`src/rtl/ad_jesd_rx_deframer.sv`:
```
// ad_jesd_rx_deframer: 4-lane JESD frame aligner/deframer to 2 channels x 4 x 16-bit samples.
// Define AD_JESD_RX_ERR_CNT_EN to enable the saturating alignment-error counter.
module ad_jesd_rx_deframer (
    input  logic         rx_clk,
    input  logic         rx_rst,
    input  logic         rx_valid,
    input  logic [127:0] rx_data,
    input  logic [3:0]   rx_sof,
    input  logic         adc_enable_0,
    input  logic         adc_enable_1,
    output logic         adc_valid,
    output logic [63:0]  adc_data_0,
    output logic [63:0]  adc_data_1,
    output logic         status_locked,
    output logic         status_align_err,
    output logic [15:0]  status_err_count
);
    localparam logic [1:0] SEARCH = 2'd0;
    localparam logic [1:0] LOCKED = 2'd1;
    localparam logic [1:0] ERROR  = 2'd2;

    logic [1:0]   state;
    logic [127:0] prev;
    logic [1:0]   off;
    logic         sof_ok, match, capture, fire, mis;
    logic [1:0]   sof_idx;
    logic [31:0]  frame [4];
    logic [63:0]  ch0, ch1;

    assign sof_ok  = (rx_sof != 4'd0) && ((rx_sof & (rx_sof - 4'd1)) == 4'd0);
    assign sof_idx = {rx_sof[3] | rx_sof[2], rx_sof[3] | rx_sof[1]};
    assign match   = rx_sof == (4'd1 << off);
    assign capture = state == SEARCH && rx_valid && sof_ok;
    assign fire    = state == LOCKED && rx_valid && match;
    assign mis     = state == LOCKED && rx_valid && !match;

    // Frame = octets n..n+3 of {curr, prev}; first octet becomes the sample MSB.
    for (genvar l = 0; l < 4; l++) begin : g_lane
        logic [63:0] w;
        assign w = {rx_data[32*l +: 32], prev[32*l +: 32]} >> {off, 3'b000};
        assign frame[l] = {w[23:16], w[31:24], w[7:0], w[15:8]};
    end

    assign ch0 = {frame[1], frame[0]};
    assign ch1 = {frame[3], frame[2]};

    always_ff @(posedge rx_clk) begin
        if (rx_rst) begin
            state      <= SEARCH;
            prev       <= '0;
            off        <= '0;
            adc_valid  <= 1'b0;
            adc_data_0 <= '0;
            adc_data_1 <= '0;
        end else begin
            state      <= state == SEARCH ? (capture ? LOCKED : SEARCH) :
                          state == LOCKED ? (mis ? ERROR : LOCKED) : SEARCH;
            off        <= capture ? sof_idx : off;
            prev       <= (capture || fire) ? rx_data : prev;
            adc_valid  <= fire;
            adc_data_0 <= !adc_enable_0 ? 64'd0 : fire ? ch0 : adc_data_0;
            adc_data_1 <= !adc_enable_1 ? 64'd0 : fire ? ch1 : adc_data_1;
        end
    end

    assign status_locked    = state == LOCKED;
    assign status_align_err = state == ERROR;

`ifdef AD_JESD_RX_ERR_CNT_EN
    always_ff @(posedge rx_clk) begin
        if (rx_rst)
            status_err_count <= '0;
        else if (mis && status_err_count != 16'hFFFF)
            status_err_count <= status_err_count + 16'd1;
    end
`else
    assign status_err_count = 16'h0000;
`endif
endmodule

```
`config.mk`:
```
export PLATFORM = sky130hd
export DESIGN_NAME = ad_jesd_rx_deframer
export DESIGN_NICKNAME = d
export VERILOG_FILES = /design/src/rtl/ad_jesd_rx_deframer.sv
export SDC_FILE = /design/constraint.sdc
export NUM_CORES = 1
export LEC_CHECK = 0
export CAP_MARGIN = 10
export CORE_UTILIZATION = 35
export CTS_BUF_LIST = sky130_fd_sc_hd__clkbuf_8
export CTS_CLUSTER_SIZE = 16
export DETAILED_ROUTE_END_ITERATION = 10
export GPL_TIMING_DRIVEN = 0
export PLACE_DENSITY = 0.63
export SLEW_MARGIN = 0
export SYNTH_ARGS = -nofsm -noshare
export SYNTH_HDL_FRONTEND = slang
export SYNTH_SLANG_ARGS = --single-unit
export TNS_END_PERCENT = 100
```
`constraint.sdc`:
```
create_clock -name rx_clk -period 2.1 [get_ports rx_clk]
set_input_delay 0.63 -clock rx_clk [delete_from_list [all_inputs] [get_ports rx_clk]]
set_output_delay 0.63 -clock rx_clk [all_outputs]
set_load 0.05 [all_outputs]
```
### Yosys cells after proc, flatten, opt, wreduce, memory -nomap -nowiden

Index checks and enable logic that the tools add are counted.

* flip-flop bits (word level): 261
* latch bits: 0
* bits in writable memories: 0
* ROM bits: 0
* input port bits: 137
* output and inout port bits: 147
* memories: 0

* $add $sub $neg: 1
* $mul: 0
* div/mod/pow operators: 0
* order comparisons: 0
* equal/unequal tests: 3
* shift-type cells: 5
* mux-type cells: 4
* bitwise operators: 5
* reductions and logical operators: 13

Operators by type and width (number)
* $shr 64x5->32: 4
* $logic_and 1x1->1: 6
* $mux 2: 3
* $and 4x4->4: 1
* $eq 4x4->1: 1
* $logic_not 4->1: 1
* $reduce_bool 4->1: 1
* $reduce_or 2->1: 2
* $shl 1x2->4 const A: 1
* $sub 4x1->4 const B: 1
* $eq 2x1->1 const B: 1
* $eq 2x2->1 const B: 1
* $logic_not 2->1: 1
* $not 1->1: 2
* $or 1x1->1: 2
* $logic_not 1->1: 1
* $logic_or 1x1->1: 1
* $mux 1: 1

### Logic depth before layout (Yosys ltp)

Gate-level depths: netlist of run 1.

* word-level depth: 7
* depth in mapped cells: 7

### Worst setup path after synthesis of run 1

OpenSTA, ideal clock, no wires.

* path kind: register to register
* start point: register state[0]
* end point: register prev[118]
* setup time: 83 ps
* arrival time: 2145 ps
* slack: -127 ps
* cell stages (with the launch flop): 7
* period minus slack after synthesis: 2227 ps
* cell sequence: dfxtp_1 nor2b_1 nand2_1 clkbuf_1 clkbuf_1 a211o_1 o221ai_1

* word-level cells in the longest chain between the ends: 4
* elaborated cells on any way between the ends: 7
* classes of those cells: eq/ne: 1; reduce/logical: 6

Ends and longest elaborated chain
* start: declaration: RTL line 22 `logic [1:0] state;`
* start signal: assignment: RTL line 56 `state <= state == SEARCH ? (capture ? LOCKED : SEARCH) :`
* $eq 2x1->1
* named net status_locked: RTL line 14 `output logic status_locked,`
* $logic_and 1x1->1 (2 in series): RTL line 34 `assign fire = state == LOCKED && rx_valid && match;`
* $logic_or 1x1->1: RTL line 59 `prev <= (capture || fire) ? rx_data : prev;`
* end signal: assignment: RTL line 59
* end: declaration: RTL line 23 `logic [127:0] prev;`

The timed path passes the listed nets, and every way through them passes these cells.
A chain may end at the register's enable or synchronous reset.

### Worst setup path in the final report of run 1

* start point: input port adc_enable_1
* end point: register adc_data_1[53]

* word-level cells in the longest chain between the ends: 2

Ends and longest elaborated chain
* start: declaration: RTL line 10 `input logic adc_enable_1,`
* $not 1->1 (no source line)
* $reduce_or 2->1 (no source line)
* end signal: assignment: RTL line 62 `adc_data_1 <= !adc_enable_1 ? 64'd0 : fire ? ch1 : adc_data_1;`
* end: declaration: RTL line 13 `output logic [63:0] adc_data_1,`

No other way between the ends.

==> results_dict.tcl, run 1 <==
set metrics [dict create \
    grt_max_degree 12 \
    clock_sinks 261 \
    wl_per_cell_um 23.0 \
    final.min_clock_period_ps 2080 \
    worst_hold_slack_ps 421 \
    clkTransAtPathRegs_ps 60 \
    core_mm2 0.0456 \
    netlist_area_mm2 0.0162 \
    synthArstFlopShare_pct 0 \
    ios 284 \
    r2r_cells 7 \
    synth_warnings 0 \
    final_common_cell "nand2_1" \
    hold_viol 0 \
    timing.final.ws_setup_ps 24.0 \
    period_share_pct 98.9 \
    cts_tree "done" \
    synth_top_cell_by_area "dfxtp_1" \
    grt-ovfl-total 0 \
    slew_violations 0 \
    chipWidth_um 217 \
    synthTopCellsByArea "dfxtp_1, mux4_2, mux2i_1" \
    root_buffer "clkbuf_8" \
    final_cell_mix "nand2_1, dfxtp_1, clkdlybuf4s50_1" \
    cp-start-kind "input port" \
    leakagePower_nw 7.70 \
    synth.distinct_cells 38 \
    gp_congestion 0.889 \
    die_y_um 217 \
    drive_above_1_share_pct 23.3 \
    synthCells 1674 \
    area_growth_pct 28.3 \
    ys_ff_latch 261 \
    p_per_area_mw_per_mm2 559 \
    r2r-end "prev[113]" \
    fmax_mhz 482 \
    ys_dominant_reg_cell "dfxtp_1" \
    drt-vias-per-instance 5.88 \
    drt_wl_total_um 60600 \
    cts_buffers 48 \
    final_area_mm2 0.0208 \
    hpwl_um 44500 \
    drc_errors 0 \
    status "complete, no violations" \
    synth_top_area_share_pct 32.2 \
    end_kind "flop" \
    holdPathStages 4 \
    start_util_pct 35.6 \
    worstPathRequired_ps 2640 \
    crit_fanout 10 \
    synth-edff-count 0 \
    setup_violations 0 \
    cap_violations 0 \
    drt_iter0_markers 1321 \
    skew_ps 16.8 \
    io_buffers 264 \
    min_to "off[1]" \
    final_nets 2140 \
    regToRegStartpoint "off[0]" \
    multiInputGateArea_mm2 0.00997 \
    dp.cells 2553 \
    track_usage_pct 25.3 \
    drtAntennaViolNets 0 \
    worstHoldStart "rx_sof[0]" \
    path_class "in2reg" \
    dr.pass1.iters 6 \
    place_ws_ps -1000 \
    grt_pass1_wl_um 91800 \
    vias 15475 \
    min_path_type "in2reg" \
    tns_ps 0 \
    cts_setup_buffers 0 \
    rsz0062_at_grt "false" \
    dpl_cell_area_mm2 0.0197 \
    insertion_delay_ps 630 \
    nFillCells 4365 \
    antenna_found_initial 2 \
    final_cells 2631 \
    worst_pin_slew_ps 939 \
    maxSlewHeadroom_pct 37.4 \
    h-tree-depth 2 \
    synth_seq_area_share_pct 32.2 \
    vdd_drop_max_v 0.000395 \
    avgSynthCellArea_um2 9.69 \
    crit_arrival_ps 2620 \
    rows 78 \
    regArea_mm2 0.00523 \
    rrSetupSlack_ps 70 \
    grt_pass1_vias 15601 \
    clock_path_buffers 3 \
    dieArea_mm2 0.0472 \
]
[per-layer routing]
layer  track usage [%]  wire length, um  vias to the layer above
li1                  -                -                     6860
met1              32.3            24600                     7612
met4              10.9             2590                        2
met5                 0               14                        -
met3              5.19             4940                      176
met2              41.4            28400                      825
[registers in the layout (all words and copies together), names as in the netlist]
name,count
adc_data_0,64
adc_data_1,64
adc_valid,1
off,2
prev,128
state,2
[report_power, final]
group,leakage [nW],internal (mW),switching [mW]
clock,0.508,2.34,2.24
combinational,5.08,0.827,1.06
sequential,2.11,5.06,0.111
total,7.70,8.23,3.41
[through the flow]
step | utilization, % | total power [mW]
after floorplan | - | 6.32
after global placement | 43.2 | 7.08
after detailed placement | 43.2 | 7.10
after CTS | 45.5 | 11.7
after global routing | 45.7 | 12.0
final | 45.7 | 11.6
[cell usage after synthesis, types with 2 or more instances]
| library cell | instances |
|---|---|
| o21ai_0 | 127 |
| o21a_1 | 2 |
| buf_2 | 63 |
| o21ai_1 | 2 |
| buf_4 | 28 |
| o221ai_1 | 128 |
| nor4_1 | 2 |
| nand2_1 | 262 |
| clkbuf_1 | 104 |
| mux2i_1 | 128 |
| a211o_1 | 128 |
| mux4_2 | 128 |
| nor4b_2 | 2 |
| buf_6 | 12 |
| nor2b_1 | 132 |
| nor2_1 | 4 |
| nor3b_1 | 2 |
| o21ai_2 | 2 |
| a21oi_1 | 3 |
| nor3_1 | 2 |
| nand2b_1 | 128 |
| dfxtp_1 | 261 |
| buf_1 | 9 |
[critical path: stages]
cell	delay (ps)
clkdlybuf4s50_1	500
nor2b_1	180
clkbuf_2	370
clkbuf_1	500
nand2_1	250
mux2i_1	180
[worst max path at each step]
stage / startpoint / to / slack (ps) / depth (start not counted)
3_5_place_dp: rx_sof[3] / prev[122] / -1000 / 7
6_report: adc_enable_1 / adc_data_1[53] / 20 / 6
5_1_grt: adc_valid / adc_valid / 4 / 1
3_3_place_gp: rx_sof[3] / prev[118] / -960 / 7
2_1_floorplan: rx_sof[2] / prev[100] / 80 / 7
4_1_cts: adc_data_0[0] / adc_data_0[0] / 4 / 1
[area by class of cell]
type | count | area share (%)
multi-input cells | 1210 | 47.9
flip-flops and latches | 261 | 25.1
repair buffers | 264 | 13.5
plain buffers | 217 | 5.84
clock buffers | 55 | 3.64
well taps | 600 | 3.61
clock inverters | 22 | 0.415
inverters | 1 | 0.0180
diodes | 1 | 0.0120
[logic make-up after synthesis]
| family | after synthesis | share of synthesized area [%] |
|---|---|---|
| AND/OR/NAND/NOR | 539 | 16.8 |
| AO/OA/AOI/OAI | 398 | 18.5 |
| flip-flops | 261 | 32.2 |
| multiplexers | 256 | 25.7 |
| buffers and inverters | 218 | 6.74 |
| XOR/XNOR | 1 | 0.0540 |
| other | 1 | 0.0231 |
[timing repair]
item / CTS / global route
resized for setup: 444 / 48
hold buffers: 0 / 0
endpoints found under the setup margin: 355 / 237
hold endpoints to repair: 0 / 0
Note: power is estimated with default switching activity, not from simulation.
==> run 2: changes to the inputs <==
--- a/config.mk
+++ b/config.mk
@@ -12,7 +12,7 @@
 export DETAILED_ROUTE_END_ITERATION = 10
 export GPL_TIMING_DRIVEN = 0
 export PLACE_DENSITY = 0.63
-export SLEW_MARGIN = 0
+export SKIP_LAST_GASP = 1
 export SYNTH_ARGS = -nofsm -noshare
 export SYNTH_HDL_FRONTEND = slang
 export SYNTH_SLANG_ARGS = --single-unit
==> results_dict.tcl, run 2 (same netlist as run 1, synthesis figures left out) <==
set metrics [dict create \
    vdd_drop_max_v 0.000396 \
    wl_per_cell_um 23.0 \
    gp_congestion 0.889 \
    insertion_delay_ps 630 \
    drt-met1-wl_um 24600 \
    dieArea_mm2 0.0472 \
    core_mm2 0.0456 \
    drive_above_1_share_pct 23.3 \
    top_layer "met5" \
    grt_pass1_wl_um 91800 \
    cts_resized 443 \
    grt_pass1_vias 15601 \
    maxSlewHeadroom_pct 38.6 \
    period_share_pct 99.0 \
    grt_max_degree 12 \
    slew_violations 0 \
    setup_violations 0 \
    skew_ps 18.2 \
    chipWidth_um 217 \
    end_kind "flop" \
    dr.pass1.iters 6 \
    hold_viol 0 \
    cts_setup_buffers 0 \
    largest_reg_flops 128 \
    crit_fanout 10 \
    min_path_type "in2reg" \
    regMostFlops "prev" \
    rsz0062_at_grt "true" \
    worstPathRequired_ps 2640 \
    clock_path_buffers 3 \
    wl_met2_um 28400 \
    vias 15472 \
    crit_arrival_ps 2620 \
    worstHoldStart "rx_sof[0]" \
    cts_tree "done" \
    io_buffers 264 \
    largestRegisters "prev: 128 flops, adc_data_0: 64 flops, adc_data_1: 64 flops" \
    hpwl_um 44500 \
    nFillCells 4364 \
    regToRegStartpoint "off[0]" \
    start_util_pct 35.6 \
    drtAntennaViolNets 0 \
    wl_met3_um 4970 \
    track_usage_pct 25.3 \
    postLayoutCoreUtil_pct 45.7 \
    ios 284 \
    antenna_found_initial 2 \
    drt_wl_total_um 60600 \
    root_buffer "clkbuf_8" \
    tns_ps 0 \
    leakagePower_nw 7.70 \
    status "complete, no violations" \
    path_class "in2reg" \
    h-tree-depth 2 \
    drt-vias-per-instance 5.88 \
    die_y_um 217 \
    place_ws_ps -1000 \
    grt-ovfl-total 0 \
    rows 78 \
    p_per_area_mw_per_mm2 559 \
    final_nets 2140 \
    worst_pin_slew_ps 920 \
    cts_buffers 48 \
    drt_iter0_markers 1323 \
    cp-start-kind "input port" \
    drc_errors 0 \
    clock_sinks 261 \
    final.min_clock_period_ps 2080 \
    cp-startpoint "adc_enable_1" \
    cap_violations 0 \
    hold_buffers 0 \
    final_cell_mix "nand2_1, dfxtp_1, clkdlybuf4s50_1" \
    area_growth_pct 28.3 \
    clkTransAtPathRegs_ps 60 \
    final_common_cell "nand2_1" \
    timing.final.ws_setup_ps 20.8 \
    fmax_mhz 481 \
]
-- run 2: cell counts in the layout (fill, tap and decap cells not counted) --
Identical to the previous run, type by type.
-- run 2: worst max-delay path, stage by stage --
cell,delay (ps)
clkdlybuf4s50_1,500
nor2b_1,180
clkbuf_2,370
clkbuf_1,500
nand2_1,250
mux2i_1,180
-- run 2: stage by stage --
step / power (mW) / cell area (um^2) / hold WS, ps / instances
global route: 12.0 / 20800 / 477 / 2631
global placement: 7.08 / 19700 / 449 / 2553
detailed placement: 7.10 / 19700 / 452 / 2553
CTS: 11.7 / 20700 / 371 / 2630
finish: 11.6 / 20800 / 421 / 2631
floorplan: 6.32 / 16300 / 617 / 1689
-- run 2: where the power goes --
group	switching [mW]	total, mW	internal (mW)
logic	1.06	1.89	0.827
clock network	2.25	4.59	2.34
registers	0.111	5.17	5.06
-- run 2: path summary, 6_finish.rpt --
check              endpoint  slack (ps)  cells past startpoint
min reg2reg  adc_data_0[55]         460                      2
max          adc_data_1[53]          20                      6
min                  off[1]         420                      4
max reg2reg       prev[113]          70                      7
-- run 2: cell type report --
type / instances / area (um^2) / share of cell area, %
well taps: 600 / 751 / 3.61
flip-flops and latches: 261 / 5230 / 25.1
repair buffers: 264 / 2800 / 13.4
clock inverters: 22 / 86.3 / 0.415
inverters: 1 / 3.75 / 0.0180
multi-input cells: 1210 / 9970 / 47.9
diodes: 1 / 2.50 / 0.0120
plain buffers: 217 / 1210 / 5.84
clock buffers: 55 / 757 / 3.64
-- run 2: routing by layer --
layer | track usage (%) | vias to the layer above
met5 | 0 | -
met2 | 41.4 | 823
met3 | 5.19 | 182
li1 | - | 6857
met4 | 10.9 | 2
met1 | 32.3 | 7608
==> run 3: changes to the inputs <==
--- a/config.mk
+++ b/config.mk
@@ -12,6 +12,7 @@
 export DETAILED_ROUTE_END_ITERATION = 10
 export GPL_TIMING_DRIVEN = 0
 export PLACE_DENSITY = 0.63
+export SETUP_SLACK_MARGIN = 0.02
 export SKIP_LAST_GASP = 1
 export SYNTH_ARGS = -nofsm -noshare
 export SYNTH_HDL_FRONTEND = slang
==> results_dict.tcl, run 3 (same netlist as run 1, synthesis figures left out) <==
set metrics [dict create \
    setup_violations 0 \
    grt_pass1_vias 15619 \
    crit_fanout 3 \
    wl_per_cell_um 23.0 \
    cts_setup_buffers 0 \
    hold_buffers 0 \
    clock_sinks 261 \
    hpwl_um 44500 \
    clkTransAtPathRegs_ps 60 \
    clock_path_buffers 3 \
    worst_hold_slack_ps 412 \
    insertion_delay_ps 630 \
    rrSetupSlack_ps 90 \
    min_path_type "in2reg" \
    period_share_pct 97.9 \
    drtAntennaViolNets 0 \
    final_cell_mix "nand2_1, dfxtp_1, clkdlybuf4s50_1" \
    cts_tree "done" \
    chipWidth_um 217 \
    grt-ovfl-total 0 \
    ios 284 \
    maxSlewHeadroom_pct 37.0 \
    worstHoldStart "rx_sof[0]" \
    regToRegStartpoint "off[0]" \
    fmax_mhz 487 \
    skew_ps 22.7 \
    worstPathRequired_ps 1470 \
    total_power_mw 11.6 \
    hold_viol 0 \
    gp_congestion 0.889 \
    holdPathStages 4 \
    dieArea_mm2 0.0472 \
    leakagePower_nw 7.72 \
    rsz0062_at_grt "false" \
    start_util_pct 35.6 \
    r2r-end "adc_data_0[11]" \
    dr.pass1.iters 5 \
    final_common_cell "nand2_1" \
    vias 15480 \
    grt_max_degree 12 \
    status "complete, no violations" \
    final_nets 2140 \
    largestRegisters "prev: 128 flops, adc_data_0: 64 flops, adc_data_1: 64 flops" \
    vdd_drop_max_v 0.000400 \
    final.min_clock_period_ps 2050 \
    final_area_mm2 0.0208 \
    grt_pass1_wl_um 91800 \
    r2r_cells 6 \
    cp-start-kind "flop" \
    io_buffers 264 \
    area_growth_pct 28.3 \
    antenna_found_initial 2 \
    dpl_cell_area_mm2 0.0197 \
    p_per_area_mw_per_mm2 559 \
    h-tree-depth 2 \
    cts_buffers 48 \
    path_class "reg2out" \
    drt_iter0_markers 1429 \
    slew_violations 0 \
    rows 78 \
    track_usage_pct 25.3 \
    cap_violations 0 \
    drive_above_1_share_pct 23.5 \
    largest_reg_flops 128 \
    drt-vias-per-instance 5.88 \
    regMostFlops "prev" \
    drt_wl_total_um 60500 \
    worst_pin_slew_ps 946 \
    core_mm2 0.0456 \
    crit_arrival_ps 1420 \
    min_to "off[1]" \
    drc_errors 0 \
    root_buffer "clkbuf_8" \
    die_y_um 217 \
    end_kind "output port" \
]
[run 3: routing by layer]
layer  part of all wire (%)  vias to the layer above  track usage, %
met3                    8.2                      174            5.24
met5                  0.023                        -               0
met4                    4.3                        2            11.2
li1                       -                     6859               -
met1                     41                     7619            32.3
met2                     47                      826            41.3
[run 3: repair_timing]
item | in CTS | in global routing
gates resized for setup | 458 | 53
endpoints found under the setup margin | 359 | 237
hold endpoints to repair | 0 | 0
[run 3: power by group]
part           internal, mW  switching [mW]
clock                  2.34            2.25
sequential             5.06           0.110
combinational         0.831            1.06
[run 3: worst max-delay path by stage]
stage                   start                to  slack (ps)  cells past startpoint
floorplan           rx_sof[2]         prev[100]          80                      7
global placement    rx_sof[3]         prev[118]        -960                      7
detailed placement  rx_sof[3]         prev[122]       -1000                      7
CTS                  state[1]  status_align_err         -80                      2
global route           off[0]         prev[123]          20                      7
finish               state[1]  status_align_err          50                      2
[run 3: cell type report]
class	count	area, um^2
Buffer	217	1230
Antenna cell	1	2.50
Sequential cell	261	5230
Clock inverter	22	86.3
Timing Repair Buffer	264	2780
Clock buffer	55	757
Multi-Input combinational cell	1210	9980
Inverter	1	3.75
Tap cell	600	751
Fill cell	4364	24800
[run 3: through the flow]
stage	worst slack (ps)	util [%]	setup TNS, ps	std cells
floorplan	75.5	-	0	1689
global placement	-964	43.2	-177240	2553
detailed placement	-1000	43.2	-185380	2553
CTS	-78.0	45.5	-78.0	2630
global route	19.0	45.7	0	2631
finish	45.1	45.7	0	2631
[run 3: critical path, stage by stage, from the launching register on]
cell     delay (ps)
dfxtp_1         400
nor2b_4         220
buf_6           180
